[src/rtl/goldschmidt_seq_if.sv]
// Handshake and datapath bundle between the FP divide front end, the
// Goldschmidt sequencer and the mantissa-divider datapath.
interface goldschmidt_seq_if #(
  parameter int WIDTH = 23
);
  logic             start;
  logic             ready;
  logic             abort;
  logic [WIDTH-1:0] m1_in;
  logic [WIDTH-1:0] m2_in;
  logic [WIDTH-1:0] m1_q;
  logic [WIDTH-1:0] m2_q;
  logic             mode;
  logic             stage;
  logic             rem;
  logic [WIDTH-1:0] div_m3;
  logic [WIDTH-1:0] div_r;
  logic             div_dec;
  logic             valid;
  logic             res_ready;
  logic [WIDTH-1:0] m3;
  logic [WIDTH-1:0] r;
  logic             decrement_exponent;

  // Environment side: front end, divider datapath and result consumer
  modport master (
    output start, abort, m1_in, m2_in, div_m3, div_r, div_dec, res_ready,
    input  ready, m1_q, m2_q, mode, stage, rem, valid, m3, r, decrement_exponent
  );

  // Sequencer side
  modport slave (
    input  start, abort, m1_in, m2_in, div_m3, div_r, div_dec, res_ready,
    output ready, m1_q, m2_q, mode, stage, rem, valid, m3, r, decrement_exponent
  );
endinterface

[src/rtl/goldschmidt_seq.sv]
// Goldschmidt mantissa-divider sequencer. Accepts one divide at a time,
// steps the divider through LOAD, ITERS x (MUL, CORR) and REM, then holds
// the captured quotient/remainder until the consumer takes it.
module goldschmidt_seq #(
  parameter int WIDTH = 23,
  parameter int ITERS = 4
) (
  input logic              clk,
  input logic              reset,
  goldschmidt_seq_if.slave bus
);

  localparam int CW = $clog2(ITERS + 1);
  localparam logic [CW-1:0] ITERS_C = CW'(ITERS);

  typedef enum logic [2:0] {
    S_IDLE,
    S_LOAD,
    S_MUL,
    S_CORR,
    S_REM,
    S_HOLD
  } state_t;

  state_t         state_q;
  state_t         state_d;
  logic [CW-1:0]  count_q;
  logic [CW-1:0]  count_d;
  logic           accept;
  logic           capture;

  // A divide is taken only from IDLE, and abort on the same edge vetoes it
  assign accept  = (state_q == S_IDLE) && bus.start && !bus.abort;
  // The result is sampled while leaving REM unless that edge is being flushed
  assign capture = (state_q == S_REM) && !bus.abort;

  // State and iteration counter registers
  always_ff @(posedge clk or negedge reset) begin
    if (!reset) begin
      state_q <= S_IDLE;
      count_q <= '0;
    end else begin
      state_q <= state_d;
      count_q <= count_d;
    end
  end

  // Next-state logic; count holds completed iterations, bumped leaving CORR
  always_comb begin
    state_d = state_q;
    count_d = count_q;
    case (state_q)
      S_IDLE: begin
        if (bus.start) state_d = S_LOAD;
      end
      S_LOAD: state_d = S_MUL;
      S_MUL:  state_d = S_CORR;
      S_CORR: begin
        count_d = count_q + CW'(1);
        state_d = (count_d < ITERS_C) ? S_MUL : S_REM;
      end
      S_REM:  state_d = S_HOLD;
      S_HOLD: begin
        if (bus.res_ready) begin
          state_d = S_IDLE;
          count_d = '0;
        end
      end
      default: begin
        state_d = S_IDLE;
        count_d = '0;
      end
    endcase
    if (bus.abort) begin
      state_d = S_IDLE;
      count_d = '0;
    end
  end

  // Moore decode of divider controls and handshake flags from the state
  always_comb begin
    bus.mode  = 1'b0;
    bus.stage = 1'b0;
    bus.rem   = 1'b0;
    bus.ready = 1'b0;
    bus.valid = 1'b0;
    case (state_q)
      S_IDLE: bus.ready = 1'b1;
      S_LOAD: bus.stage = 1'b1;
      S_MUL:  bus.mode  = 1'b1;
      S_CORR: begin
        bus.mode  = 1'b1;
        bus.stage = 1'b1;
      end
      S_REM: begin
        bus.mode = 1'b1;
        bus.rem  = 1'b1;
      end
      S_HOLD: bus.valid = 1'b1;
      default: bus.ready = 1'b0;
    endcase
  end

  // Operand latch on accept; values persist across abort and idle
  always_ff @(posedge clk or negedge reset) begin
    if (!reset) begin
      bus.m1_q <= '0;
      bus.m2_q <= '0;
    end else if (accept) begin
      bus.m1_q <= bus.m1_in;
      bus.m2_q <= bus.m2_in;
    end
  end

  // Result capture on the REM exit edge; held until the next capture
  always_ff @(posedge clk or negedge reset) begin
    if (!reset) begin
      bus.m3                 <= '0;
      bus.r                  <= '0;
      bus.decrement_exponent <= 1'b0;
    end else if (capture) begin
      bus.m3                 <= bus.div_m3;
      bus.r                  <= bus.div_r;
      bus.decrement_exponent <= bus.div_dec;
    end
  end

endmodule

[src/flat_wrapper.sv]
// flat-port wrapper written by rule: the top's interface ports become plain ports
module goldschmidt_seq_flat 
#(
  parameter int WIDTH = 23,
  parameter int ITERS = 4
)
  (clk, reset, bus_start, bus_abort, bus_m1_in, bus_m2_in, bus_div_m3, bus_div_r, bus_div_dec, bus_res_ready, bus_ready, bus_m1_q, bus_m2_q, bus_mode, bus_stage, bus_rem, bus_valid, bus_m3, bus_r, bus_decrement_exponent);
  goldschmidt_seq_if #(.WIDTH(WIDTH)) bus_i ();
  input logic clk;
  input logic reset;
  input wire logic [$bits(bus_i.start)-1:0] bus_start;
  input wire logic [$bits(bus_i.abort)-1:0] bus_abort;
  input wire logic [$bits(bus_i.m1_in)-1:0] bus_m1_in;
  input wire logic [$bits(bus_i.m2_in)-1:0] bus_m2_in;
  input wire logic [$bits(bus_i.div_m3)-1:0] bus_div_m3;
  input wire logic [$bits(bus_i.div_r)-1:0] bus_div_r;
  input wire logic [$bits(bus_i.div_dec)-1:0] bus_div_dec;
  input wire logic [$bits(bus_i.res_ready)-1:0] bus_res_ready;
  output wire logic [$bits(bus_i.ready)-1:0] bus_ready;
  output wire logic [$bits(bus_i.m1_q)-1:0] bus_m1_q;
  output wire logic [$bits(bus_i.m2_q)-1:0] bus_m2_q;
  output wire logic [$bits(bus_i.mode)-1:0] bus_mode;
  output wire logic [$bits(bus_i.stage)-1:0] bus_stage;
  output wire logic [$bits(bus_i.rem)-1:0] bus_rem;
  output wire logic [$bits(bus_i.valid)-1:0] bus_valid;
  output wire logic [$bits(bus_i.m3)-1:0] bus_m3;
  output wire logic [$bits(bus_i.r)-1:0] bus_r;
  output wire logic [$bits(bus_i.decrement_exponent)-1:0] bus_decrement_exponent;
  assign bus_i.start = bus_start;
  assign bus_i.abort = bus_abort;
  assign bus_i.m1_in = bus_m1_in;
  assign bus_i.m2_in = bus_m2_in;
  assign bus_i.div_m3 = bus_div_m3;
  assign bus_i.div_r = bus_div_r;
  assign bus_i.div_dec = bus_div_dec;
  assign bus_i.res_ready = bus_res_ready;
  assign bus_ready = bus_i.ready;
  assign bus_m1_q = bus_i.m1_q;
  assign bus_m2_q = bus_i.m2_q;
  assign bus_mode = bus_i.mode;
  assign bus_stage = bus_i.stage;
  assign bus_rem = bus_i.rem;
  assign bus_valid = bus_i.valid;
  assign bus_m3 = bus_i.m3;
  assign bus_r = bus_i.r;
  assign bus_decrement_exponent = bus_i.decrement_exponent;
  goldschmidt_seq #(.WIDTH(WIDTH), .ITERS(ITERS)) u_core (.clk(clk), .reset(reset), .bus(bus_i));
endmodule
[config.mk]
export PLATFORM = sky130hd
export DESIGN_NAME = goldschmidt_seq_flat
export DESIGN_NICKNAME = d
export VERILOG_FILES = /design/src/rtl/goldschmidt_seq_if.sv /design/src/rtl/goldschmidt_seq.sv /design/src/flat_wrapper.sv
export SDC_FILE = /design/constraint.sdc
export NUM_CORES = 1
export LEC_CHECK = 0
export CELL_PAD_IN_SITES_DETAIL_PLACEMENT = 1
export CELL_PAD_IN_SITES_GLOBAL_PLACEMENT = 2
export CORE_MARGIN = 2
export CORE_UTILIZATION = 28
export DETAILED_ROUTE_END_ITERATION = 8
export GPL_TIMING_DRIVEN = 0
export PLACE_DENSITY_LB_ADDON = 0.1
export SYNTH_ARGS = -nofsm -noshare
export SYNTH_HDL_FRONTEND = slang
export SYNTH_SLANG_ARGS = --single-unit
[constraint.sdc]
create_clock -name clk -period 4.15 [get_ports clk]
set_clock_uncertainty 0.15 [all_clocks]
set_input_delay 1.0375 -clock clk [delete_from_list [all_inputs] [get_ports clk]]
set_output_delay 1.0375 -clock clk [all_outputs]
set_load 0.01 [all_outputs]
==> impl_metrics.env, run 1 <==
export IMPL_rr_startpoint="u_core.state_q[0]"
export IMPL_cts_tree="built"
export IMPL_syn_area_per_cell_um2=17.1
export IMPL_layout_setup_ws_ns=0.998
export IMPL_synth_top_family_by_area="multiplexers"
export IMPL_synthXorXnorAreaFrac=0.00222
export IMPL_fin_crit_ns=3.15
export IMPL_dr_pass1_iters=3
export IMPL_hp_start="u_core.bus.m1_q[12]"
export IMPL_cp_end_kind="primary output"
export IMPL_nets=537
export IMPL_core_um2=13800
export IMPL_synthSimpleGateAreaFrac=0.0193
export IMPL_die_h_um=123
export IMPL_root_buffer="clkbuf_16"
export IMPL_min_to="u_core.bus.m1_q[12]"
export IMPL_cts_resized=0
export IMPL_grt_max_degree=65
export IMPL_clockBufferDepth=2
export IMPL_io_pins=196
export IMPL_antenna_found_initial=0
export IMPL_cp_data_required_time_ns=2.96
export IMPL_netlist_area_leader_share=0.627
export IMPL_r2r_slack_ns=2.20
export IMPL_irDropWorstVdd_v=0.000294
export IMPL_synth_distinct_cells=27
export IMPL_critPathKind="register to primary output"
export IMPL_std_cell_rows=43
export IMPL_synthMuxAreaShare=0.296
export IMPL_cp_start_kind="register"
export IMPL_final_max_slew_viol_count=0
export IMPL_tns_ns=0
export IMPL_rsz0062_at_grt="no"
export IMPL_insertion_delay_ns=0.34
export IMPL_outcome="finished clean"
export IMPL_synth_area_um2=3950
export IMPL_synth_compound_area_frac=0.0187
export IMPL_post_cts_buffers=0
export IMPL_ys_seq_area_frac=0.627
export IMPL_crit_arrival_ns=1.96
export IMPL_reg2reg_depth=5
export IMPL_synthTopCellsByArea="dfrtp_1 (63%), mux2_2 (18%), mux2_4 (11%)"
export IMPL_max_slew_margin=0.441
export IMPL_first_global_vias=2936
export IMPL_initial_core_util=0.286
export IMPL_place_congestion=0.668
export IMPL_maxCapViolations=0
export IMPL_hold_class="register to register"
export IMPL_drive_above_1_share=0.278
export IMPL_hold_viol_final=0
export IMPL_cts_hold_buf=0
export IMPL_max_freq_ghz=0.317
export IMPL_synth_top_cell_by_area="dfrtp_1"
export IMPL_area_growth_pct=63.6
export IMPL_overflow=0
export IMPL_ctsHtreeMaxLevel=3
export IMPL_floorplan_die_width_um=123
export IMPL_worst_path_max_fanout=9
export IMPL_dp_hpwl_mm=7.67
export IMPL_ant_nets=0
export IMPL_place_ws_ns=1.09
export IMPL_syn_nets=330
export IMPL_drc=0
export IMPL_setup_violations_final=0
export IMPL_routed_wl_mm=10.2
export IMPL_grt_pass1_wl_mm=15.6
export IMPL_synthCells=231
export IMPL_yosys_area_share_adder=0.00316
export IMPL_cts_sinks=99
export IMPL_post_drt_wl_per_cell_um=16.3
export IMPL_ys_warn_count=0
export IMPL_worst_slew_pin_slew_ns=0.838
export IMPL_cts_made_buffers=9
export IMPL_grt_use_total=0.137
export IMPL_p_leak_uw=0.00276
export IMPL_die_area_um2=15100
export IMPL_clk_pin_slew_ns=0.06
export IMPL_vias=2693
export IMPL_drtIter0Drc=69
export IMPL_whs_path_depth=1
export IMPL_vias_per_cell=4.32
export IMPL_io_buffers=195
export IMPL_r2r_end="u_core.bus.r[12]"
export IMPL_diodes=0
export IMPL_fin_crit_sh=0.759
export IMPL_powerDensity_nw_per_um2=432
export IMPL_ys_seq_elements=99
layout by cell type, fill, tap and decap left out, types with 3 or more instances in the layout:
master and n:
buf_12 5, nor2_1 3, clkbuf_1 3, clkdlybuf4s50_1 194
mux2_4 30, clkbuf_16 9, dfrtp_1 99, mux2_2 64
inv_1 3, buf_2 4
report_power, final:
group          switching (uW)  total [uW]  internal [uW]
Combinational             239         707            467
Clock                     350         896            545
Sequential               74.0        1190           1120
Total                     664        2790           2130
worst max-delay path by stage:
stage | start | endpoint | slack (ns) | cells past startpoint
after global routing | u_core.state_q[0] | bus_mode | 0.93 | 3
after CTS | u_core.state_q[0] | bus_mode | 0.97 | 3
after global placement | reset | u_core.bus.m2_q[1] | -2.14 | 1
after detailed placement | bus_abort | u_core.bus.m1_q[22] | 1.09 | 5
after floorplan | u_core.state_q[1] | bus_mode | 1.95 | 3
final | u_core.state_q[0] | bus_mode | 1.0 | 3
cell type report:
cell class              instances  area, um^2
flip-flops and latches         99        2480
repair buffers                196        1970
plain buffers                  11         123
multi-input cells             118        1340
clock buffers                  12         246
fillers                      1404        7360
inverters                       3        11.3
well taps                     180         225
clock inverters                 4        73.8
state kept, by name (all words and copies together), names as in the netlist:
register / cells
u_core.bus.decrement_exponent: 1
u_core.bus.m1_q: 23
u_core.bus.m2_q: 23
u_core.bus.m3: 23
u_core.bus.r: 23
u_core.count_q: 3
u_core.state_q: 3
metrics by stage:
step	instance area (um^2)	utilization	hold slack (ns)	total power, uW	instances
final	6470	0.468	0.352	2790	623
after global routing	6470	0.468	0.363	2940	623
after CTS	6470	0.468	0.357	2850	623
after detailed placement	6150	0.445	0.343	1930	607
after global placement	6130	0.443	0.337	1910	606
after floorplan	3950	-	0.320	1450	231
cells by family (layout without fill, tap and decap cells):
logic type,after synthesis,in the layout
multiplexers,94,94
buffers and inverters,14,226
flip-flops,99,99
AND/OR/NAND/NOR,12,12
AO/OA/AOI/OAI,10,10
adder cells (fa/ha/maj),1,1
XOR/XNOR,1,1
layer usage:
metal / global-route usage / up-vias / routed length (um)
li1: - / 1225 / -
met1: 0.152 / 1363 / 3870
met2: 0.238 / 95 / 5290
met3: 0.0483 / 10 / 867
met4: 0.0582 / 0 / 158
met5: 0 / - / 0
cells in the mapped netlist:
cell type / count
nand2_1: 1
nand3_2: 1
and3_1: 1
a21oi_1: 1
clkbuf_1: 1
a21o_1: 2
dfrtp_1: 99
buf_12: 4
o311a_1: 1
or3b_4: 1
nor2_1: 3
ha_1: 1
nor4_1: 1
nor3_1: 2
buf_4: 1
nor2_4: 1
o21ai_0: 2
a22o_1: 2
buf_2: 4
xnor2_1: 1
buf_6: 1
mux2_2: 64
a2111oi_0: 1
nor2b_1: 1
mux2_4: 30
inv_1: 3
a21boi_0: 1
critical path, cell delays in order, from the launching register on:
cell and delay [ns]:
dfrtp_1 0.47, or3b_4 0.46, o21ai_0 0.10, clkdlybuf4s50_1 0.60
Note: power is estimated with default switching activity, not from simulation.
==> run 2: changes to the inputs <==
- CORE_UTILIZATION: 28 -> 26
- clock period: 4.15 -> 3 ns (I/O delays scaled with it)
==> run 2 against run 1 <==
Compared with the run above: wire length grew 0.48%; flip-flop and latch count is the same; non-clock buffer count is the same; worst hold slack lost 0.14 ns; cell count grew 1.3%; critical endpoint unchanged; combinational power grew 38%; die area grew 7.4%.
==> impl_metrics.env, run 2 (synthesis gave the netlist of run 1 again) <==
export IMPL_vias_per_cell=4.27
export IMPL_rsz0062_at_grt="no"
export IMPL_drc=0
export IMPL_outcome="finished clean"
export IMPL_io_buffers=195
export IMPL_final_max_slew_viol_count=0
export IMPL_rr_startpoint="u_core.state_q[0]"
export IMPL_cp_start_kind="register"
export IMPL_max_slew_margin=0.678
export IMPL_place_congestion=0.680
export IMPL_grt_pass1_wl_mm=16.1
export IMPL_first_global_vias=2944
export IMPL_cts_sinks=99
export IMPL_finalNonFillerCells=631
export IMPL_std_cell_rows=45
export IMPL_critPathCapture="bus_mode"
export IMPL_post_drt_wl_per_cell_um=16.2
export IMPL_worst_slew_pin_slew_ns=0.484
export IMPL_power_uw=3840
export IMPL_fin_crit_sh=0.955
export IMPL_worst_path_max_fanout=9
export IMPL_place_ws_ns=0.129
export IMPL_crit_arrival_ns=1.96
export IMPL_reg2reg_depth=5
export IMPL_final_common_cell="clkdlybuf4s50_1"
export IMPL_grt_max_degree=66
export IMPL_die_area_um2=16200
export IMPL_clockBufferDepth=2
export IMPL_hold_viol_final=0
export IMPL_diodes=0
export IMPL_ctsHtreeMaxLevel=3
export IMPL_post_cts_buffers=0
export IMPL_nets=537
export IMPL_floorplan_die_width_um=127
export IMPL_area_growth_pct=63.9
export IMPL_max_freq_ghz=0.349
export IMPL_routed_wl_mm=10.2
export IMPL_cp_data_required_time_ns=2.10
export IMPL_r2r_slack_ns=1.06
export IMPL_hold_class="input port to async pin"
export IMPL_p_leak_uw=0.00276
export IMPL_crit_path_start="u_core.state_q[0]"
export IMPL_cp_end_kind="primary output"
export IMPL_cts_hold_buf=0
export IMPL_initial_core_util=0.263
export IMPL_dr_pass1_iters=4
export IMPL_critPathKind="register to primary output"
export IMPL_dp_hpwl_mm=7.48
export IMPL_layout_common_cells="clkdlybuf4s50_1 (194), dfrtp_1 (99), mux2_2 (64)"
export IMPL_cts_made_buffers=9
export IMPL_r2r_end="u_core.bus.r[5]"
export IMPL_cts_resized=0
export IMPL_die_h_um=127
export IMPL_setup_violations_final=0
export IMPL_drive_above_1_share=0.280
export IMPL_root_buffer="clkbuf_16"
export IMPL_overflow=0
export IMPL_maxCapViolations=0
export IMPL_drtIter0Drc=67
export IMPL_ant_nets=0
export IMPL_fin_crit_ns=2.86
export IMPL_powerDensity_nw_per_um2=593
export IMPL_grt_use_total=0.130
export IMPL_core_um2=15000
export IMPL_irDropWorstVdd_v=0.000261
export IMPL_clk_pin_slew_ns=0.07
export IMPL_dp_cells=615
export IMPL_cts_tree="built"
export IMPL_layout_setup_ws_ns=0.135
export IMPL_vias=2697
export IMPL_insertion_delay_ns=0.34
export IMPL_io_pins=196
export IMPL_antenna_found_initial=0
-- run 2: layout make-up --
cell class / instances / area, um^2
Tap cell: 188 / 235
Buffer: 11 / 123
Clock buffer: 13 / 270
Timing Repair Buffer: 196 / 1980
Multi-Input combinational cell: 118 / 1340
Clock inverter: 3 / 43.8
Sequential cell: 99 / 2480
Fill cell: 1532 / 8550
Inverter: 3 / 11.3
-- run 2: worst max-delay path, stage by stage (launching register included) --
cell and delay [ns]:
dfrtp_1 0.48, or3b_4 0.46, o21ai_0 0.09, clkdlybuf4s50_1 0.59
-- run 2: how the worst min path moves through the flow --
stage / to / slack, ns / cells after the start
4_1_cts: u_core.bus.m1_q[15] / 0.21 / 1
3_3_place_gp: u_core.bus.m2_q[21] / 0.34 / 1
5_1_grt: u_core.bus.m1_q[15] / 0.22 / 1
6_report: u_core.bus.m1_q[15] / 0.21 / 1
3_5_place_dp: u_core.bus.m3[20] / 0.34 / 1
2_1_floorplan: u_core.bus.decrement_exponent / 0.30 / 0
-- run 2: power by group --
group | total, uW | switching (uW) | internal [uW]
registers | 1650 | 106 | 1540
clock network | 1220 | 502 | 717
logic | 974 | 327 | 648
total | 3840 | 935 | 2910
-- run 2: layer usage --
layer  global-route usage  vias up  wire, um
li1                     -     1223         -
met5                    0        -         0
met1                0.154     1372      4220
met3               0.0394       11       557
met4               0.0524        0       177
met2                0.220       91      5280
-- run 2: stage by stage --
stage | cell area, um^2 | hold slack [ns] | TNS (ns) | utilization
5_1_grt | 6480 | 0.223 | 0 | 0.431
6_report | 6480 | 0.208 | 0 | 0.431
3_3_place_gp | 6140 | 0.338 | -302.56 | 0.408
3_5_place_dp | 6170 | 0.344 | 0 | 0.410
4_1_cts | 6480 | 0.206 | 0 | 0.431
2_1_floorplan | 3950 | 0.304 | 0 | -
==> run 3: changes to the inputs <==
- SKIP_CTS_REPAIR_TIMING: default -> 1
==> results of run 3 <==
Same layout as run 2: the final DEF is identical, and so are final timing and power.
